$ cat src/rtl/sram_controller.sv
// Memory-stage SRAM controller: turns one 32-bit load/store into two 16-bit
// SRAM half-word cycles (LO, HI), a 3-cycle settle (WAIT) and a DONE handshake.
`timescale 1ns/1ps
module sram_controller (
    input  logic        clk,
    input  logic        rst,
    input  logic        wr_en,
    input  logic        rd_en,
    input  logic [31:0] address,
    input  logic [31:0] write_data,
    output logic [31:0] read_data,
    output logic        ready,
    output logic [17:0] sram_addr,
    output logic [15:0] sram_dq_out,
    output logic        sram_dq_oe,
    input  logic [15:0] sram_dq_in,
    output logic        sram_we_n
);

    localparam logic [2:0] IDLE = 3'd0;
    localparam logic [2:0] LO   = 3'd1;
    localparam logic [2:0] HI   = 3'd2;
    localparam logic [2:0] WAIT = 3'd3;
    localparam logic [2:0] DONE = 3'd4;

    logic [2:0]  state_r;
    logic [1:0]  wait_cnt_r;
    logic        op_wr_r;
    logic [16:0] idx_r;
    logic [15:0] wdata_hi_r;
    logic [31:0] eff_s;
    logic        req_s;
    logic        unused_s;

    // Data memory is mapped at byte 1024; the low two bits select a byte and are dropped.
    assign eff_s    = address - 32'd1024;
    assign req_s    = rd_en | wr_en;
    assign unused_s = ^{eff_s[31:19], eff_s[1:0]};

    // Pipeline freeze: released only when idle with nothing to do, or finishing.
    always_comb begin
        ready = 1'b0;
        if (state_r == DONE) begin
            ready = 1'b1;
        end else if (state_r == IDLE) begin
            ready = ~req_s;
        end else begin
            ready = 1'b0;
        end
    end

    // Access sequencer; SRAM pins are loaded one edge ahead so they are valid throughout each state.
    always_ff @(posedge clk) begin
        if (rst) begin
            state_r     <= IDLE;
            wait_cnt_r  <= 2'd0;
            op_wr_r     <= 1'b0;
            idx_r       <= 17'd0;
            wdata_hi_r  <= 16'd0;
            read_data   <= 32'd0;
            sram_addr   <= 18'd0;
            sram_dq_out <= 16'd0;
            sram_dq_oe  <= 1'b0;
            sram_we_n   <= 1'b1;
        end else begin
            case (state_r)
                IDLE: begin
                    if (req_s) begin
                        state_r     <= LO;
                        op_wr_r     <= wr_en;
                        idx_r       <= eff_s[18:2];
                        wdata_hi_r  <= write_data[31:16];
                        sram_addr   <= {eff_s[18:2], 1'b0};
                        sram_dq_out <= write_data[15:0];
                        sram_dq_oe  <= wr_en;
                        sram_we_n   <= ~wr_en;
                    end else begin
                        state_r <= IDLE;
                    end
                end
                LO: begin
                    state_r     <= HI;
                    sram_addr   <= {idx_r, 1'b1};
                    sram_dq_out <= wdata_hi_r;
                    if (!op_wr_r) begin
                        read_data[15:0] <= sram_dq_in;
                    end
                end
                HI: begin
                    state_r    <= WAIT;
                    wait_cnt_r <= 2'd0;
                    sram_dq_oe <= 1'b0;
                    sram_we_n  <= 1'b1;
                    if (!op_wr_r) begin
                        read_data[31:16] <= sram_dq_in;
                    end
                end
                WAIT: begin
                    if (wait_cnt_r == 2'd2) begin
                        state_r    <= DONE;
                        wait_cnt_r <= 2'd0;
                    end else begin
                        wait_cnt_r <= wait_cnt_r + 2'd1;
                    end
                end
                DONE: begin
                    state_r <= IDLE;
                end
                default: begin
                    state_r    <= IDLE;
                    wait_cnt_r <= 2'd0;
                    sram_dq_oe <= 1'b0;
                    sram_we_n  <= 1'b1;
                end
            endcase
        end
    end

endmodule
$ cat config.mk
export PLATFORM = sky130hd
export DESIGN_NAME = sram_controller
export DESIGN_NICKNAME = d
export VERILOG_FILES = /design/src/rtl/sram_controller.sv
export SDC_FILE = /design/constraint.sdc
export NUM_CORES = 1
export LEC_CHECK = 0
export CELL_PAD_IN_SITES_DETAIL_PLACEMENT = 1
export CELL_PAD_IN_SITES_GLOBAL_PLACEMENT = 1
export CORE_ASPECT_RATIO = 1.5
export CORE_MARGIN = 2
export CORE_UTILIZATION = 33
export CTS_BUF_LIST = sky130_fd_sc_hd__clkbuf_2
export CTS_CLUSTER_DIAMETER = 100
export CTS_CLUSTER_SIZE = 20
export DETAILED_ROUTE_END_ITERATION = 7
export PLACE_DENSITY_LB_ADDON = 0.1
export SETUP_SLACK_MARGIN = 0.02
export SYNTH_ARGS = -nofsm -noshare
export SYNTH_HDL_FRONTEND = slang
export SYNTH_SLANG_ARGS = --single-unit
$ cat constraint.sdc
create_clock -name clk -period 2.2 [get_ports clk]
set_input_delay 0.55 -clock clk [delete_from_list [all_inputs] [get_ports clk]]
set_output_delay 0.55 -clock clk [all_outputs]
set_load 0.1 [all_outputs]
==> metrics.md <==
| Metric | Value |
|---|---|
| Status | `finished, final reports clean` |
| Largest area contributor in the netlist | `dfxtp_1` |
| Post-synth top area share | `0.5220` |
| GRT Residual Overflow | `0` |
| Die height | `~140 um` |
| Static Leak | `approximately 2.2 nW` |
| DRT Pass-1 Iters | `5` |
| Largest net degree at the start of global routing | `between 40 and 50` |
| Drt wl/cell | `about 16 um` |
| Clock latency at the later pin of the worst-skew pair | `0.58 ns` |
| Sequential Area | `~2100 sq um` |
| Syn nets | `roughly 550` |
| Die W | `around 95 um` |
| Required @ worst endpoint | `1.65 ns` |
| Synth area leaders | `dfxtp_1, nand2_1, a21oi_1` |
| Layout fillers | `around 1400` |
| Detail Route Antenna Nets | `0` |
| Post-route DRC violation count | `0` |
| Final setup vio count | `0` |
| First-pass GRT wire length | `around 19000 um` |
| Highest Signal Layer | `met4` |
| Routed WL | `approximately 12000 um` |
| Hold WS | `0.3749 ns` |
| Clk sinks | `about 110` |
| Number of synthesized flops with an enable pin | `0` |
| Post-Synthesis Cells | `approximately 470` |
| Number of port buffers | `about 140` |
| Vias in the first global route | `3949` |
| Critical path endpoint category | `output port` |
| Hpwl dp | `~8700 um` |
| Worst-margin pin slew | `~0.66 ns` |
| Final Wtd Congestion | `about 0.74` |
| Top FF cell, synth | `dfxtp_1` |
| CP Class | `reg -> out` |
| Multi-input gate area | `~1700 sq um` |
| CTS root buf | `clkbuf_2` |
| Final Cycle Share | `0.9453` |
| Layout cells sized above 1 | `0.2098` |
| Core Area | `roughly 12000 sq um` |
| Clk network pwr share | `0.210` |
| Post-synth ARST share | `0` |
| Io pins | `153` |
| NumNets Final | `692` |
| RSZ-0062 raised after global routing | `false` |
| CTS tree | `yes` |
| P_sw | `around 1.8 mW` |
| Hold buffers post-CTS | `0` |
| Worst setup SP type | `flip-flop` |
| Max Buffers Root-to-Sink | `2` |
| Placed insts | `about 750` |
| Max Cap Viol | `0` |
| Initial core utilization | `0.3398` |
| Slew Limit Fails | `0` |
| Internal Pwr Total | `2.907 mW` |
| Pwr Density | `around 840 nW/um^2` |
| Register bit count reported by yosys | `about 110` |
| Initial DRC Count | `124` |
| Yosys cell types | `46` |
| H-tree depth | `3` |
| Fmax | `~480 MHz` |
| Final hold vios | `0` |
| Die area | `about 13000 sq um` |
| Switching part of the total | `0.3875` |
| Pwr Total | `between 4 and 5 mW` |
| Final Instance Area | `around 5700 sq um` |
| Clock Pin Slew Worst Setup and Hold Paths | `between 0.2 and 0.3 ns` |
| Setup TNS | `0 ns` |
| Via count | `approximately 3900` |
| Util after Layout | `0.4703` |
| Total track usage | `0.1811` |
| Post-Layout Cell Count | `about 760` |
| Flop pwr share | `0.462` |
| Relative slew slack | `0.5602` |
| Mapped Avg Cell Area | `approximately 8.8 sq um` |
| Placed Area | `about 5500 sq um` |
| Metal2 WL | `6636 um` |
| Cell Area, Synth | `4104 sq um` |
| Fin crit period | `2.080 ns` |
| Vias per cell | `around 5` |
| Initial antenna violation count | `1` |
| Logic pwr share | `0.329` |
| VDD IR-drop max | `0.3632 mV` |
| Met3 WL | `between 500 and 600 um` |
| Clock skew | `0.01779 ns` |
| Metal-1 WL | `approximately 4800 um` |
| Area Growth Syn to Fin | `38.41%` |
| Sequential share of the synthesized area | `0.5220` |
| # rows | `49` |
| Worst Hold Class | `in -> reg` |
| Crit path max fanout | `4` |
| Yosys warning total | `0` |
| Final WS setup | `0.1204 ns` |
| Num CTS Buffers | `9` |
| Critical Path AT | `approximately 1.5 ns` |
| DP Worst Slack | `-0.1061 ns` |
## path summary, 6_finish.rpt
check / start / endpoint / slack (ns) / cells past startpoint
min: rst / sram_dq_out[4] / 0.37 / 2
min reg2reg: idx_r[9] / sram_addr[10] / 0.47 / 2
max reg2reg: state_r[1] / read_data[31] / 0.44 / 4
max: state_r[0] / ready / 0.12 / 3
## critical path, cell delays in order, from the launching register on
cell	delay [ns]
dfxtp_4	0.41
buf_4	0.15
nor3_4	0.21
buf_12	0.20
## cell families after synthesis
group / after synthesis / share of synthesized area
buf+inv: 45 / 0.05914
simple gates: 186 / 0.2037
fa+ha+maj: 1 / 0.003048
flops: 107 / 0.5220
compound gates: 124 / 0.1994
xor+xnor: 6 / 0.01281
## synth_stat cells, types with 3 or more instances
master    number
buf_6          6
nor2_1        34
nor3b_1        3
nand2_1      121
clkbuf_1      15
a21oi_1       72
nand3b_1       4
nor3_1         7
inv_1          4
nor4_1         3
a222oi_1      17
o22ai_1        3
xnor2_1        3
buf_2         17
xor2_1         3
dfxtp_1      107
a22oi_1       13
## placed cells by master, fill, tap and decap left out, types with 3 or more instances in the layout
master / n
inv_1: 4
a22oi_1: 13
nor4_1: 3
clkbuf_2: 9
dfxtp_1: 105
nor3_1: 6
xor2_1: 3
xnor2_1: 3
nor2_1: 34
clkdlybuf4s50_1: 65
nor3b_1: 3
buf_12: 3
a21oi_1: 72
nand3b_1: 4
a222oi_1: 17
nand2_1: 121
o22ai_1: 3
buf_4: 97
## power by group through the flow
stage / Combinational (mW) / Clock (mW) / Sequential [mW]
floorplan: 0.442 / 0 / 2.90
global placement: 1.55 / 0 / 2.23
detailed placement: 1.57 / 0 / 2.23
CTS: 1.58 / 1.04 / 2.19
global route: 1.65 / 1.11 / 2.21
finish: 1.56 / 0.995 / 2.19
## layout make-up
type                       instances  area share
inverter                           5    0.003304
clock buffer                       9    0.007930
sequential                       107      0.3784
tap                              153     0.03370
timing repair buffer             167      0.2564
multi-input combinational        317      0.3057
antenna                            1   0.0004405
clock inverter                     5     0.01410
## flip-flops by register name (all words and copies together) (netlist names)
register,flops
sram_dq_out,16
state_r,3
wdata_hi_r,16
sram_addr,18
idx_r,17
op_wr_r,1
sram_dq_oe,1
sram_we_n,1
wait_cnt_r,2
read_data,32
## per-layer routing
layer | up-vias | track usage
li1 | 1897 | -
met1 | 1884 | 0.1971
met2 | 96 | 0.3415
met3 | 13 | 0.02940
met4 | 0 | 0.06865
met5 | - | 0
## repair_timing
action | 4_1_cts | 5_1_grt
gates resized for setup | 6 | 0
setup endpoints to repair | 1 | 1
setup buffers | 1 | 1
Note: power is estimated with default switching activity, not from simulation.
